`src/rtl/fifo_serial_tx_pkg.sv`:
```
// Shared types and constants for the FIFO-to-serial transmitter.
// Holds the FSM state encoding, line levels and a frame-length helper.
// FIFO_SERIAL_TX_PARITY_EN adds the PARITY state and one extra bit per frame.
package fifo_serial_tx_pkg;

    typedef enum logic [2:0] {
        IDLE   = 3'd0,
        REQ    = 3'd1,
        LATCH  = 3'd2,
        START  = 3'd3,
        DATA   = 3'd4,
`ifdef FIFO_SERIAL_TX_PARITY_EN
        PARITY = 3'd5,
`endif
        STOP   = 3'd6
    } state_t;

    localparam logic IDLE_LEVEL  = 1'b1;
    localparam logic START_LEVEL = 1'b0;

    // Clock cycles from the first start-bit cycle to the last stop-bit cycle.
    function automatic int frame_cycles(input int word_w, input int clks_per_bit);
`ifdef FIFO_SERIAL_TX_PARITY_EN
        return (word_w + 3) * clks_per_bit;
`else
        return (word_w + 2) * clks_per_bit;
`endif
    endfunction

endpackage

```
`src/rtl/fifo_serial_tx_if.sv`:
```
// Bundle between the FIFO read port, the enable source and the serial line.
// master: the transmitter (drives fifo_rd_en, tx, busy, word_done).
// slave: the environment (drives fifo_data, fifo_empty, tx_en).
interface fifo_serial_tx_if #(
    parameter int WORD_W = 16
);
    logic [WORD_W-1:0] fifo_data;
    logic              fifo_empty;
    logic              fifo_rd_en;
    logic              tx_en;
    logic              tx;
    logic              busy;
    logic              word_done;

    modport master (
        input  fifo_data,
        input  fifo_empty,
        input  tx_en,
        output fifo_rd_en,
        output tx,
        output busy,
        output word_done
    );

    modport slave (
        output fifo_data,
        output fifo_empty,
        output tx_en,
        input  fifo_rd_en,
        input  tx,
        input  busy,
        input  word_done
    );
endinterface

```
`src/rtl/fifo_serial_tx_baud.sv`:
```
// Bit-period counter: bit_tick pulses on the last clk of every serial bit.
// Ports: clk, rst (async, active-high), clr (restart the period), bit_tick.
// No backpressure; CLKS_PER_BIT must be 2 or more.
module fifo_serial_tx_baud #(
    parameter int CLKS_PER_BIT = 16
) (
    input  logic clk,
    input  logic rst,
    input  logic clr,
    output logic bit_tick
);
    localparam int CNT_W = $clog2(CLKS_PER_BIT);
    localparam logic [CNT_W-1:0] LAST = CNT_W'(CLKS_PER_BIT - 1);

    logic [CNT_W-1:0] cnt;

    always_ff @(posedge clk or posedge rst) begin
        if (rst) begin
            cnt <= '0;
        end else if (clr || bit_tick) begin
            cnt <= '0;
        end else begin
            cnt <= cnt + CNT_W'(1);
        end
    end

    assign bit_tick = (cnt == LAST);

endmodule

```
`src/rtl/fifo_serial_tx.sv`:
```
// Drains a registered-read FIFO one word at a time onto an async serial line
// (start, WORD_W data bits LSB-first, optional even parity, stop).
// Latency: read pulse -> start bit in 2 clks; frame (WORD_W+2)*CLKS_PER_BIT clks.
// Backpressure: only reads when tx_en=1 and fifo_empty=0 in IDLE; a started frame always completes.
// Ports: clk, rst (async, active-high), bus (fifo_serial_tx_if.master).
// Macro FIFO_SERIAL_TX_PARITY_EN inserts a PARITY bit between DATA and STOP.
module fifo_serial_tx
    import fifo_serial_tx_pkg::*;
#(
    parameter int WORD_W       = 16,
    parameter int CLKS_PER_BIT = 16
) (
    input  logic             clk,
    input  logic             rst,
    fifo_serial_tx_if.master bus
);
    localparam int IDX_W = $clog2(WORD_W + 1);
    localparam logic [IDX_W-1:0] LAST_IDX = IDX_W'(WORD_W - 1);

    state_t            state;
    state_t            state_nxt;
    logic [WORD_W-1:0] shift_reg;
    logic [WORD_W-1:0] shift_nxt;
    logic [IDX_W-1:0]  bit_idx;
    logic [IDX_W-1:0]  bit_idx_nxt;
    logic              tx_q;
    logic              tx_d;
    logic              rd_en_q;
    logic              rd_en_d;
    logic              done_q;
    logic              done_d;
    logic              bit_tick;
    logic              baud_clr;
`ifdef FIFO_SERIAL_TX_PARITY_EN
    logic              parity_q;
`endif

    fifo_serial_tx_baud #(
        .CLKS_PER_BIT(CLKS_PER_BIT)
    ) u_baud (
        .clk      (clk),
        .rst      (rst),
        .clr      (baud_clr),
        .bit_tick (bit_tick)
    );

    // State register plus registered outputs; tx resets high asynchronously.
    always_ff @(posedge clk or posedge rst) begin
        if (rst) begin
            state     <= IDLE;
            shift_reg <= '0;
            bit_idx   <= '0;
            tx_q      <= IDLE_LEVEL;
            rd_en_q   <= 1'b0;
            done_q    <= 1'b0;
        end else begin
            state     <= state_nxt;
            shift_reg <= shift_nxt;
            bit_idx   <= bit_idx_nxt;
            tx_q      <= tx_d;
            rd_en_q   <= rd_en_d;
            done_q    <= done_d;
        end
    end

`ifdef FIFO_SERIAL_TX_PARITY_EN
    // Parity is taken from the whole word at capture time, since the shift
    // register no longer holds it by the time the parity bit goes out.
    always_ff @(posedge clk or posedge rst) begin
        if (rst) begin
            parity_q <= 1'b0;
        end else if (state == LATCH) begin
            parity_q <= ^bus.fifo_data;
        end
    end
`endif

    // Next-state and datapath update.
    always_comb begin
        state_nxt   = state;
        shift_nxt   = shift_reg;
        bit_idx_nxt = bit_idx;
        case (state)
            IDLE: begin
                if (bus.tx_en && !bus.fifo_empty) begin
                    state_nxt = REQ;
                end
            end
            // The FIFO samples fifo_rd_en on the edge leaving REQ; its data
            // is valid during LATCH.
            REQ: begin
                state_nxt = LATCH;
            end
            LATCH: begin
                state_nxt = START;
                shift_nxt = bus.fifo_data;
            end
            START: begin
                if (bit_tick) begin
                    state_nxt   = DATA;
                    bit_idx_nxt = '0;
                end
            end
            DATA: begin
                if (bit_tick) begin
                    shift_nxt   = shift_reg >> 1;
                    bit_idx_nxt = bit_idx + IDX_W'(1);
                    if (bit_idx == LAST_IDX) begin
`ifdef FIFO_SERIAL_TX_PARITY_EN
                        state_nxt = PARITY;
`else
                        state_nxt = STOP;
`endif
                    end
                end
            end
`ifdef FIFO_SERIAL_TX_PARITY_EN
            PARITY: begin
                if (bit_tick) begin
                    state_nxt = STOP;
                end
            end
`endif
            STOP: begin
                if (bit_tick) begin
                    state_nxt = IDLE;
                end
            end
            default: begin
                state_nxt = IDLE;
            end
        endcase
    end

    // Outputs are computed from the upcoming state so that the registered
    // copies line up with the state they belong to.
    always_comb begin
        baud_clr = (state == LATCH);
        rd_en_d  = (state == IDLE) && (state_nxt == REQ);
        done_d   = (state == STOP) && bit_tick;
        tx_d     = IDLE_LEVEL;
        case (state_nxt)
            START:   tx_d = START_LEVEL;
            DATA:    tx_d = shift_nxt[0];
`ifdef FIFO_SERIAL_TX_PARITY_EN
            PARITY:  tx_d = parity_q;
`endif
            default: tx_d = IDLE_LEVEL;
        endcase
    end

    assign bus.tx         = tx_q;
    assign bus.fifo_rd_en = rd_en_q;
    assign bus.word_done  = done_q;
    assign bus.busy       = (state != IDLE);

endmodule

```
`src/flat_wrapper.sv`:
```
// flat-port wrapper written by rule: the top's interface ports become plain ports
module fifo_serial_tx_flat import fifo_serial_tx_pkg::*;
#(
    parameter int WORD_W       = 16,
    parameter int CLKS_PER_BIT = 16
)
  (clk, rst, bus_fifo_data, bus_fifo_empty, bus_tx_en, bus_fifo_rd_en, bus_tx, bus_busy, bus_word_done);
  fifo_serial_tx_if #(.WORD_W(WORD_W)) bus_i ();
  input  logic clk;
  input  logic rst;
  input wire logic [$bits(bus_i.fifo_data)-1:0] bus_fifo_data;
  input wire logic [$bits(bus_i.fifo_empty)-1:0] bus_fifo_empty;
  input wire logic [$bits(bus_i.tx_en)-1:0] bus_tx_en;
  output wire logic [$bits(bus_i.fifo_rd_en)-1:0] bus_fifo_rd_en;
  output wire logic [$bits(bus_i.tx)-1:0] bus_tx;
  output wire logic [$bits(bus_i.busy)-1:0] bus_busy;
  output wire logic [$bits(bus_i.word_done)-1:0] bus_word_done;
  assign bus_i.fifo_data = bus_fifo_data;
  assign bus_i.fifo_empty = bus_fifo_empty;
  assign bus_i.tx_en = bus_tx_en;
  assign bus_fifo_rd_en = bus_i.fifo_rd_en;
  assign bus_tx = bus_i.tx;
  assign bus_busy = bus_i.busy;
  assign bus_word_done = bus_i.word_done;
  fifo_serial_tx #(.WORD_W(WORD_W), .CLKS_PER_BIT(CLKS_PER_BIT)) u_core (.clk(clk), .rst(rst), .bus(bus_i));
endmodule
```
`config.mk`:
```
export PLATFORM = sky130hd
export DESIGN_NAME = fifo_serial_tx_flat
export DESIGN_NICKNAME = d
export VERILOG_FILES = /design/src/rtl/fifo_serial_tx_pkg.sv /design/src/rtl/fifo_serial_tx_if.sv /design/src/rtl/fifo_serial_tx_baud.sv /design/src/rtl/fifo_serial_tx.sv /design/src/flat_wrapper.sv
export SDC_FILE = /design/constraint.sdc
export NUM_CORES = 1
export LEC_CHECK = 0
export BUFFER_PORTS_ARGS = -buffer_cell sky130_fd_sc_hd__buf_2
export CORE_ASPECT_RATIO = 1.25
export CORE_MARGIN = 5
export CORE_UTILIZATION = 52
export CTS_BUF_LIST = sky130_fd_sc_hd__clkbuf_2 sky130_fd_sc_hd__clkbuf_4 sky130_fd_sc_hd__clkbuf_8
export DETAILED_ROUTE_END_ITERATION = 16
export PLACE_DENSITY = 0.82
export SLEW_MARGIN = 10
export SYNTH_ARGS = -nofsm -noshare
export SYNTH_HDL_FRONTEND = slang
export SYNTH_SLANG_ARGS = --single-unit
```
`constraint.sdc`:
```
create_clock -name clk -period 1.65 [get_ports clk]
set_clock_uncertainty 0.05 [all_clocks]
set_input_delay 0.33 -clock clk [delete_from_list [all_inputs] [get_ports clk]]
set_output_delay 0.33 -clock clk [all_outputs]
set_load 0.05 [all_outputs]
```
Word level (Yosys, flattened, before mapping). Cells that the tools add are included.

Output and inout port bits: 4. Memory bits (read-only): 0. RAM bits: 0. Flip-flop bits (word level): 31. Logic and storage cells: 46. Bits in latches: 0. Memories kept: 0.

Bitwise operators: 0. Magnitude comparators: 0. Mux-type cells: 13. Shifts and indexed selects: 0. Reductions and logical operators: 11. Divide/modulo/power cells: 0. Equality and inequality tests: 12. Add/subtract/negate cells: 2. $mul: 0.

Operator list (number): $pmux 16 s2 (1); $pmux 3 s6 (1); $mux 16 (1); $mux 3 (5); $mux 5 (2); $pmux 5 s2 (1); $eq 3x2->1 const B (3); $eq 3x3->1 const B (3); $eq 3x1->1 const B (2); $add 5x1->5 const B (1); $eq 5x4->1 const B (1); $add 4x1->4 const B (1); $eq 4x4->1 const B (1); $mux 4 (1); $ne 2x1->1 const B (2); $reduce_bool 2->1 (2); $logic_and 1x1->1 (3); $logic_not 3->1 (1); $reduce_and 3->1 (1); $reduce_bool 3->1 (1); $pmux 1 s2 (1); $reduce_and 2->1 (1); $logic_not 1->1 (1); $logic_or 1x1->1 (1).

Depth between registers and ports, before layout. Gate-level depths: netlist of the first run.

Depth in word-level cells: 6. Mapped depth: 6.

Modules after synthesis. Synthesis of the first run repeated with hierarchy kept, for this count alone.

Cells, all modules: 129. Area total of the unflattened synthesis: 1492.7 um^2.

By module, submodules not included: fifo_serial_tx (instances 1, cells each 115, area each 1317.5 um^2); fifo_serial_tx_baud (instances 1, cells each 14, area each 175.2 um^2).

Least setup slack after synthesis of the first run. Ideal clock, no wire load.

Kind: register to register. Start point: register u_core.bit_idx[0]. End point: register u_core.tx_q (netlist: u_core.bus.tx). Setup time: 78 ps. Path buffers: 0. Cell stages (with the launch flop): 7. Required time: 1522 ps. Arrival: 1519 ps. Slack: 3 ps. Cells stage by stage: dfrtp_1 > ha_1 > and3_1 > ha_1 > a211oi_1 > o221ai_2 > and3_1.

Word-level cells in the longest chain between the ends: 6. Elaborated cells between the ends (all ways): 7. Classes of those cells: eq/ne: 3; mux: 4.

Ends and longest elaborated chain: start, declared (RTL line fifo_serial_tx.sv:24) `logic [IDX_W-1:0] bit_idx;`; start signal, assigned (RTL line fifo_serial_tx.sv:59) `bit_idx <= bit_idx_nxt;`; $eq 5x4->1 * (RTL line fifo_serial_tx.sv:108) `if (bit_idx == LAST_IDX) begin`; $mux 3 * (RTL line fifo_serial_tx.sv:108); $mux 3 * (RTL line fifo_serial_tx.sv:105) `if (bit_tick) begin`; $pmux 3 s6 * (RTL line fifo_serial_tx.sv:83) `case (state)`; $eq 3x3->1 / $eq 3x2->1 (equally long branches) (RTL line fifo_serial_tx.sv:142) `case (state_nxt)`; $pmux 1 s2 * (RTL line fifo_serial_tx.sv:142); via u_core.tx_d (RTL line fifo_serial_tx.sv:27) `logic tx_d;`; end signal, assigned (RTL line fifo_serial_tx.sv:60) `tx_q <= tx_d;`; end, declared (RTL line fifo_serial_tx.sv:26) `logic tx_q;`.

The timed path passes the listed nets; every way through them passes the cells marked *. A chain may end at the register's enable or synchronous reset.

Final worst setup path of the first run.
Start point: register u_core.state[2]. End point: output port bus_busy.

Word-level cells in the longest chain between the ends: 1.

Ends and longest elaborated chain: start, declared (RTL line fifo_serial_tx.sv:20) `state_t state;`; start signal, assigned (RTL line fifo_serial_tx.sv:57) `state <= state_nxt;`; $reduce_bool 3->1 (RTL line fifo_serial_tx.sv:155) `assign bus.busy = (state != IDLE);`; end, declared (RTL line flat_wrapper.sv:16) `output wire logic [$bits(bus_i.busy)-1:0] bus_busy;`.

Every way passes these cells.

==> metrics.yaml, run 1 <==
global_route:
  grt_usage: 0.192
  grt_max_degree: 32
  grt-ovfl-total: 0
  antenna_found_initial: 0
  grt_pass1_wl_microns: 6110
  grt_pass1_vias: 1391
logic_synthesis:
  syn_inst: 148
  async_flop_share: 1.00
  synth_area_leader_cell: "dfrtp_1"
  synthTopCellsByCount: "nand2_1, dfrtp_1, a22oi_1"
  synth-warning-count: 0
  synth_edf_count: 0
  synth.most_common_cell: "nand2_1"
  ys_seq_elements: 31
  syn_nets: 171
  synthFlopType: "dfrtp_1"
  synth_xor_area_frac: 0.0115
  syn_avg_cell_area_sq_um: 10.3
  synth_area_sq_um: 1520
  yosys-top-cells-area: "dfrtp_1, nand2_1, a22oi_1"
  synthAdderAreaFrac: 0.0313
  yosys.cell_types.count: 36
  seq_area_frac_synth: 0.511
  synthMuxAreaShare: 0
  synth-simple-area-share: 0.216
  synth_top_family_by_area: "simple AND/OR/NAND/NOR gates"
  yosysTopAreaCellShare: 0.493
  synth_compound_area_frac: 0.183
placed_design:
  routabilityCongestion: 0.898
  port_buffers: 23
  dp_cells: 210
  place_ws_ps: -48.6
  dpl.hpwl_microns: 2440
  place_area_sq_um: 1720
floorplanning:
  core-area_sq_um: 2890
  initial_utilization: 0.526
  die_height_microns: 70.5
  fp-row-count: 22
  die_area_sq_um: 4110
  die_x_microns: 58.4
  ioPinCount: 24
power:
  power.total_mw: 3.11
  power.density_nw_per_um2: 1510
  power.leakage_nw: 0.962
  ir_worst_vdd_mv: 1.09
timing:
  maxSlewHeadroom: 0.734
  max_freq_mhz: 600
  tightestPinTransition_ps: 399
  hold_violations: 0
  period_minus_slack_ps: 1670
  grt_setup_unrepaired: "yes"
  whs_ps: 7.86
  setup_viol: 2
  fin_crit_sh: 1.01
  fin_ws_ps: -18.0
  drv_slew: 0
  finalSetupTns_ps: -22.5
worst_setup_path:
  cp_data_required_time_ps: 1270
  reg2reg_setup_slack_ps: 0
  reg2regPathDepth: 8
  startpoint_type: "register"
  cp-startpoint: "u_core.state[2]"
  crit_fanout: 2
  rr_startpoint: "u_core.u_baud.cnt[0]"
  cp_data_arrival_time_ps: 1290
  worstSetupPathType: "register to output port"
  cp-end-kind: "output port"
routing:
  dr.pass1.iters: 4
  avgRoutedWirePerCell_microns: 16.9
  drtIter0Drc: 46
  vias_per_cell: 5.74
  route.detailed.drc: 0
  ant_nets: 0
  routed_wl_microns: 3900
  vias: 1327
finish:
  finish.net_count: 217
  final_util: 0.713
  fin_area_sq_um: 2060
  fillCellCount: 217
  final_cells: 231
  drive_above_1_share: 0.462
  area_delta_synth_final_pct: 35.4
  antenna_cells: 0
  largest_register_ffs: 16
clock_tree:
  path_clk_slew_ps: 110
  clk_latency_ps: 330
  clkSinkCount: 31
  hold_buffers: 0
  htree_num_levels: 2
  clk_path_buf_depth: 2
  clockRootBuffer: "clkbuf_4"
  cts_made_buffers: 5
  cts_tree: "done"
hold_path:
  hp-class: "input port to asynchronous set/reset pin"
status:
  status: "finished with violations"
  violations: "setup timing"
flow_run:
  cap_violations: 0
-- repair_timing --
action | in CTS | in global routing
pin swaps | 0 | 12
cloned | 0 | 2
gates resized for setup | 10 | 22
endpoints found under the setup margin | 17 | 23
setup buffers | 3 | 8
-- worst max-delay path: stages (launching register included) --
cell	delay (ps)
dfrtp_2	410
or3_4	400
buf_8	160
-- cell type report --
| class | count | area, sq um | share of cell area |
|---|---|---|---|
| clock buffer | 6 | 51.3 | 0.0249 |
| clock inverter | 2 | 35.0 | 0.0170 |
| inverter | 3 | 11.3 | 0.00546 |
| multi-input combinational | 106 | 791 | 0.384 |
| sequential | 31 | 781 | 0.379 |
| tap | 36 | 45.0 | 0.0219 |
| timing repair buffer | 47 | 347 | 0.168 |
-- path summary, 6_finish.rpt --
check,end
min reg2reg,u_core.shift_reg[6]
min,u_core.shift_reg[13]
max in group asynchronous,u_core.state[1]
max reg2reg,u_core.shift_reg[10]
min in group clk,u_core.bus.fifo_rd_en
max,bus_busy
-- where the power goes --
part | total (mW) | leakage [nW] | switching [mW] | internal, mW
logic | 1.22 | 0.530 | 0.692 | 0.525
clock network | 0.617 | 0.0482 | 0.259 | 0.358
registers | 1.28 | 0.383 | 0.223 | 1.05
total | 3.11 | 0.962 | 1.17 | 1.93
-- logic make-up (layout without fill, tap and decap cells) --
group,Yosys count,in the layout
XOR/XNOR,2,2
buffers and inverters,11,58
AO/OA/AOI/OAI,37,37
AND/OR/NAND/NOR,63,63
flip-flops,31,31
adder cells (fa/ha/maj),4,4
-- placed cells by master, fill, tap and decap left out, drive strengths merged --
cell	n
xor2	1
bufinv	1
nor3b	2
xnor2	1
a211o	1
nor2b	3
a311oi	4
nand2b	1
nand3	4
maj3	1
clkinv	1
ha	3
nor3	4
or3	1
clkbuf	7
nor2	8
nand2	33
a32oi	1
o221ai	1
o21ai	4
or3b	1
inv	3
dfstp	1
dfrtp	30
and4b	1
a22oi	14
and3	5
a211oi	2
o22ai	1
a21oi	9
buf	46
-- per-layer routing --
| metal | vias up | global-route usage | routed length (microns) |
|---|---|---|---|
| li1 | 622 | - | - |
| met3 | 11 | 0.0591 | 245 |
| met4 | 0 | 0.0825 | 82 |
| met5 | - | 0 | 0 |
| met2 | 52 | 0.322 | 2100 |
| met1 | 642 | 0.221 | 1470 |
(Power assumes the default switching activity.)
==> run 2: changes to the inputs <==
Settings changed: TNS_END_PERCENT set to 50.
==> run 2 against run 1 <==
The flow still finishes with violations (setup timing); total power decreased by 3.4%; clock-buffer cell count is the same; flip-flop and latch count unchanged; setup slack about the same; core utilization is 4.1 points lower; cell count decreased by 2.2%; cell area fell by 5.7%.
==> metrics.yaml, run 2 (synthesized netlist as in run 1, its figures left out) <==
finish:
  antenna_cells: 0  # unchanged
  area_delta_synth_final_pct: 27.7
  drive_above_1_share: 0.395  # -0.0668
  finish.net_count: 212  # -2.3%
  mostFrequentLayoutCell: "nand2_1"
  final_cell_mix: "nand2_1, dfrtp_1, buf_2"
  largest_register_ffs: 16  # unchanged
routing:
  vias_per_cell: 5.73  # -0.33%
  dr.pass1.iters: 4  # unchanged
  routed_wl_microns: 3460  # -11%
  ant_nets: 0  # unchanged
  vias: 1294  # -2.5%
  route.detailed.drc: 0  # unchanged
  drtIter0Drc: 57  # +24%
  avgRoutedWirePerCell_microns: 15.3  # -9.3%
timing:
  period_minus_slack_ps: 1670  # -0.104 ps
  finalSetupTns_ps: -17.9  # +4.65 ps
  grt_setup_unrepaired: "yes"
  setup_viol: 1  # -1
  drv_slew: 0  # unchanged
  fin_ws_ps: -17.9  # +0.104 ps
  hold_violations: 0  # unchanged
  tightestPinTransition_ps: 399  # -0.103 ps
  maxSlewHeadroom: 0.734  # about the same
  fin_crit_sh: 1.01  # about the same
  max_freq_mhz: 600  # about the same
worst_setup_path:
  cp-end-kind: "output port"
  cp_data_arrival_time_ps: 1290  # about the same
  startpoint_type: "register"
  crit_fanout: 2  # unchanged
  cp_data_required_time_ps: 1270  # about the same
  worstSetupPathType: "register to output port"
placed_design:
  routabilityCongestion: 0.898  # unchanged
  dpl.hpwl_microns: 2440  # unchanged
  port_buffers: 23  # unchanged
clock_tree:
  cts_made_buffers: 5  # unchanged
  clockRootBuffer: "clkbuf_4"
  htree_num_levels: 2  # unchanged
  cts_tree: "done"
  clkSinkCount: 31  # unchanged
  hold_buffers: 0  # unchanged
  clk_latency_ps: 330  # about the same
  path_clk_slew_ps: 110  # about the same
  clk_path_buf_depth: 2  # unchanged
flow_run:
  cap_violations: 0  # unchanged
floorplanning:
  die_x_microns: 58.4  # unchanged
  initial_utilization: 0.526  # unchanged
  fp-row-count: 22  # unchanged
  die_height_microns: 70.5  # unchanged
  core-area_sq_um: 2890  # unchanged
  ioPinCount: 24  # unchanged
  die_area_sq_um: 4110  # unchanged
global_route:
  antenna_found_initial: 0  # unchanged
  grt_max_degree: 32  # unchanged
  grt-ovfl-total: 0  # unchanged
  grt_pass1_vias: 1400  # +0.65%
  grt_usage: 0.192  # -0.000827
  grt_pass1_wl_microns: 6090  # -0.46%
power:
  power.leakage_nw: 0.924  # -4.0%
  ir_worst_vdd_mv: 1.03  # -5.7%
  power.total_mw: 3.00  # -3.4%
  power.density_nw_per_um2: 1540  # +2.4%
hold_path:
  hp-class: "input port to asynchronous set/reset pin"
status:
  violations: "setup timing"
  status: "finished with violations"
## run 2: metrics by stage
step,cells,worst slack (ps),util,hold WS (ps),area [sq um]
final,226,-17.9,0.672,11.7,1940
after global routing,226,-69.1,0.672,26.9,1940
after CTS,221,-36.1,0.641,12.1,1850
after detailed placement,210,-48.6,0.594,373,1720
after global placement,210,13.7,0.594,366,1720
after floorplan,148,2.62,-,350,1520
## run 2: critical path: stages, from the launching register on
cell and delay (ps):
dfrtp_2 410, or3_4 400, buf_6 160
## run 2: layer usage
layer / up-vias / global-route usage / wire length, microns
met4: 0 / 0.0851 / 76
li1: 610 / - / -
met3: 11 / 0.0591 / 207
met5: - / 0 / 0
met2: 44 / 0.323 / 1830
met1: 629 / 0.216 / 1340
## run 2: layout make-up
cell class,count,area (sq um)
Inverter,3,11.3
Tap cell,36,45.0
Timing Repair Buffer,42,280
Sequential cell,31,781
Fill cell,244,947
Multi-Input combinational cell,106,739
Clock buffer,6,51.3
Clock inverter,2,35.0
## run 2: repair_timing
action	CTS	global route
resized for setup	8	12
pin swaps	0	5
endpoints found under the hold margin	0	0
setup endpoints to repair	17	25
setup buffers	3	5
## run 2: path summary, 6_finish.rpt
path,startpoint,end,slack (ps),cells past startpoint
max,u_core.state[2],bus_busy,-20,2
max in group asynchronous,rst,u_core.state[1],1210,3
min,rst,u_core.shift_reg[13],10,3
min in group clk,bus_fifo_empty,u_core.bus.fifo_rd_en,140,2
max reg2reg,u_core.u_baud.cnt[1],u_core.shift_reg[10],60,7
min reg2reg,u_core.shift_reg[11],u_core.shift_reg[11],440,2
## run 2: power breakdown
| part | internal [mW] | switching [mW] |
|---|---|---|
| sequential | 1.05 | 0.191 |
| combinational | 0.503 | 0.646 |
| clock | 0.358 | 0.252 |
| total | 1.91 | 1.09 |
==> run 3: changes to the inputs <==
Settings changed: CORE_UTILIZATION 52 to 58, PLACE_DENSITY 0.82 to 0.81.
Clock period 1.65 ns to 1.9 ns, I/O delays scaled along.
==> run 3 against run 2 <==
The flow now finishes without violations; clock power shrank 35%; core utilization up 4.0 points; first-iteration DRC count down 30%; cell count fell by 6.2%; flip-flop and latch count unchanged; sequential power shrank 10%; critical path type unchanged; largest cell class unchanged.
==> metrics.yaml, run 3 (synthesized netlist as in run 1, its figures left out) <==
global_route:
  grt_max_degree: 19  # -41%
  grt_pass1_wl_microns: 5260  # -14%
  grt_usage: 0.183  # -0.00823
  grt_pass1_vias: 1179  # -16%
  grt-ovfl-total: 0  # unchanged
  antenna_found_initial: 0  # unchanged
timing:
  drv_slew: 0  # unchanged
  finalSetupTns_ps: 0  # +17.9 ps
  whs_ps: 30.5  # +18.9 ps
  period_minus_slack_ps: 1850
  tightestPinTransition_ps: 563  # +164 ps
  fin_ws_ps: 51.6  # +69.4 ps
  grt_setup_unrepaired: "no"
  hold_violations: 0  # unchanged
  fin_crit_sh: 0.973
  setup_viol: 0  # -1
  maxSlewHeadroom: 0.623  # -0.111
  max_freq_mhz: 541
clock_tree:
  cts_made_buffers: 5  # unchanged
  htree_num_levels: 2  # unchanged
  hold_buffers: 0  # unchanged
  clk_latency_ps: 330  # about the same
  clkSinkCount: 31  # unchanged
  clk_path_buf_depth: 2  # unchanged
  path_clk_slew_ps: 90  # -20 ps
  clockRootBuffer: "clkbuf_4"
  cts_tree: "done"
placed_design:
  port_buffers: 23  # unchanged
  place_ws_ps: 98.0  # +147 ps
  routabilityCongestion: 0.773  # -14%
  place_area_sq_um: 1670  # -2.8%
  dp_cells: 201  # -4.3%
  dpl.hpwl_microns: 2190  # -10%
floorplanning:
  initial_utilization: 0.614  # +0.0877
  die_area_sq_um: 3750  # -8.8%
  core-area_sq_um: 2480  # -14%
  ioPinCount: 24  # unchanged
  fp-row-count: 20  # -9.1%
  die_x_microns: 55.8  # -4.4%
  die_height_microns: 67.3  # -4.6%
worst_setup_path:
  cp_data_required_time_ps: 1470  # +200 ps
  startpoint_type: "register"
  reg2reg_setup_slack_ps: 160  # +100 ps
  worstSetupPathType: "register to output port"
  reg2regPathDepth: 6  # -1
  cp_data_arrival_time_ps: 1420  # +130 ps
  rr_startpoint: "u_core.bit_idx[0]"
  reg2reg_to: "u_core.bus.tx"
  cp-end-kind: "output port"
  crit_fanout: 8  # +6
routing:
  dr.pass1.iters: 4  # unchanged
  routed_wl_microns: 3050  # -12%
  ant_nets: 0  # unchanged
  route.detailed.drc: 0  # unchanged
  vias: 1214  # -6.2%
  avgRoutedWirePerCell_microns: 14.4  # -5.9%
  vias_per_cell: 5.73  # about the same
  drtIter0Drc: 40  # -30%
status:
  status: "finished clean"
finish:
  antenna_cells: 0  # unchanged
  final_cells: 212  # -6.2%
  finish.net_count: 201  # -5.2%
  area_delta_synth_final_pct: 16.0
  final_util: 0.712  # +0.0398
  mostFrequentLayoutCell: "nand2_1"
  largest_register_ffs: 16  # unchanged
  final_cell_mix: "nand2_1, dfrtp_1, buf_2"
  drive_above_1_share: 0.307  # -0.0875
  fin_area_sq_um: 1760  # -9.2%
power:
  power.total_mw: 2.33  # -22%
  power.density_nw_per_um2: 1320  # -14%
  power.leakage_nw: 0.840  # -9.0%
  ir_worst_vdd_mv: 1.05  # +1.5%
flow_run:
  cap_violations: 0  # unchanged
hold_path:
  hp-class: "input port to asynchronous set/reset pin"
-- run 3: cell count changes in the layout (fill, tap and decap cells not counted), sizes merged --
| cell | before | now |
|---|---|---|
| clkbuf | 6 | 7 |
| bufinv | 1 | 0 |
| buf | 42 | 31 |
-- run 3: layer usage --
metal | wire length [microns] | global-route usage | vias to the layer above
met5 | 0 | 0 | -
li1 | - | - | 594
met1 | 1260 | 0.201 | 573
met2 | 1560 | 0.333 | 41
met4 | 33 | 0.0653 | 0
met3 | 196 | 0.0631 | 6
-- run 3: worst max-delay path, stage by stage (launching register included) --
cell	delay, ps
dfrtp_2	470
or3_1	390
buf_2	230
-- run 3: report_power, final --
group / leakage [nW] / total (mW) / internal [mW] / switching [mW]
combinational: 0.421 / 0.828 / 0.349 / 0.480
sequential: 0.383 / 1.11 / 0.913 / 0.195
clock: 0.0361 / 0.394 / 0.173 / 0.221
total: 0.840 / 2.33 / 1.43 / 0.896
-- run 3: worst max-delay path by stage --
| stage | endpoint | from | depth (start not counted) |
|---|---|---|---|
| finish | bus_busy | u_core.state[1] | 2 |
| global route | bus_busy | u_core.state[1] | 2 |
| CTS | bus_busy | u_core.state[1] | 2 |
| detailed placement | u_core.bus.tx | u_core.bit_idx[0] | 6 |
| global placement | u_core.bus.tx | u_core.bit_idx[0] | 6 |
| floorplan | u_core.bus.tx | u_core.bit_idx[0] | 6 |
-- run 3: repair_timing --
action,in CTS,in global routing
gates resized for setup,2,3
setup buffers,1,2
endpoints found under the setup margin,1,8
-- run 3: area by class of cell --
class	count	area, sq um
clock buffer	7	52.6
timing repair buffer	31	188
sequential	31	781
inverter	3	11.3
multi-input combinational	106	686
tap	33	41.3
clock inverter	1	5.00
fill	187	713
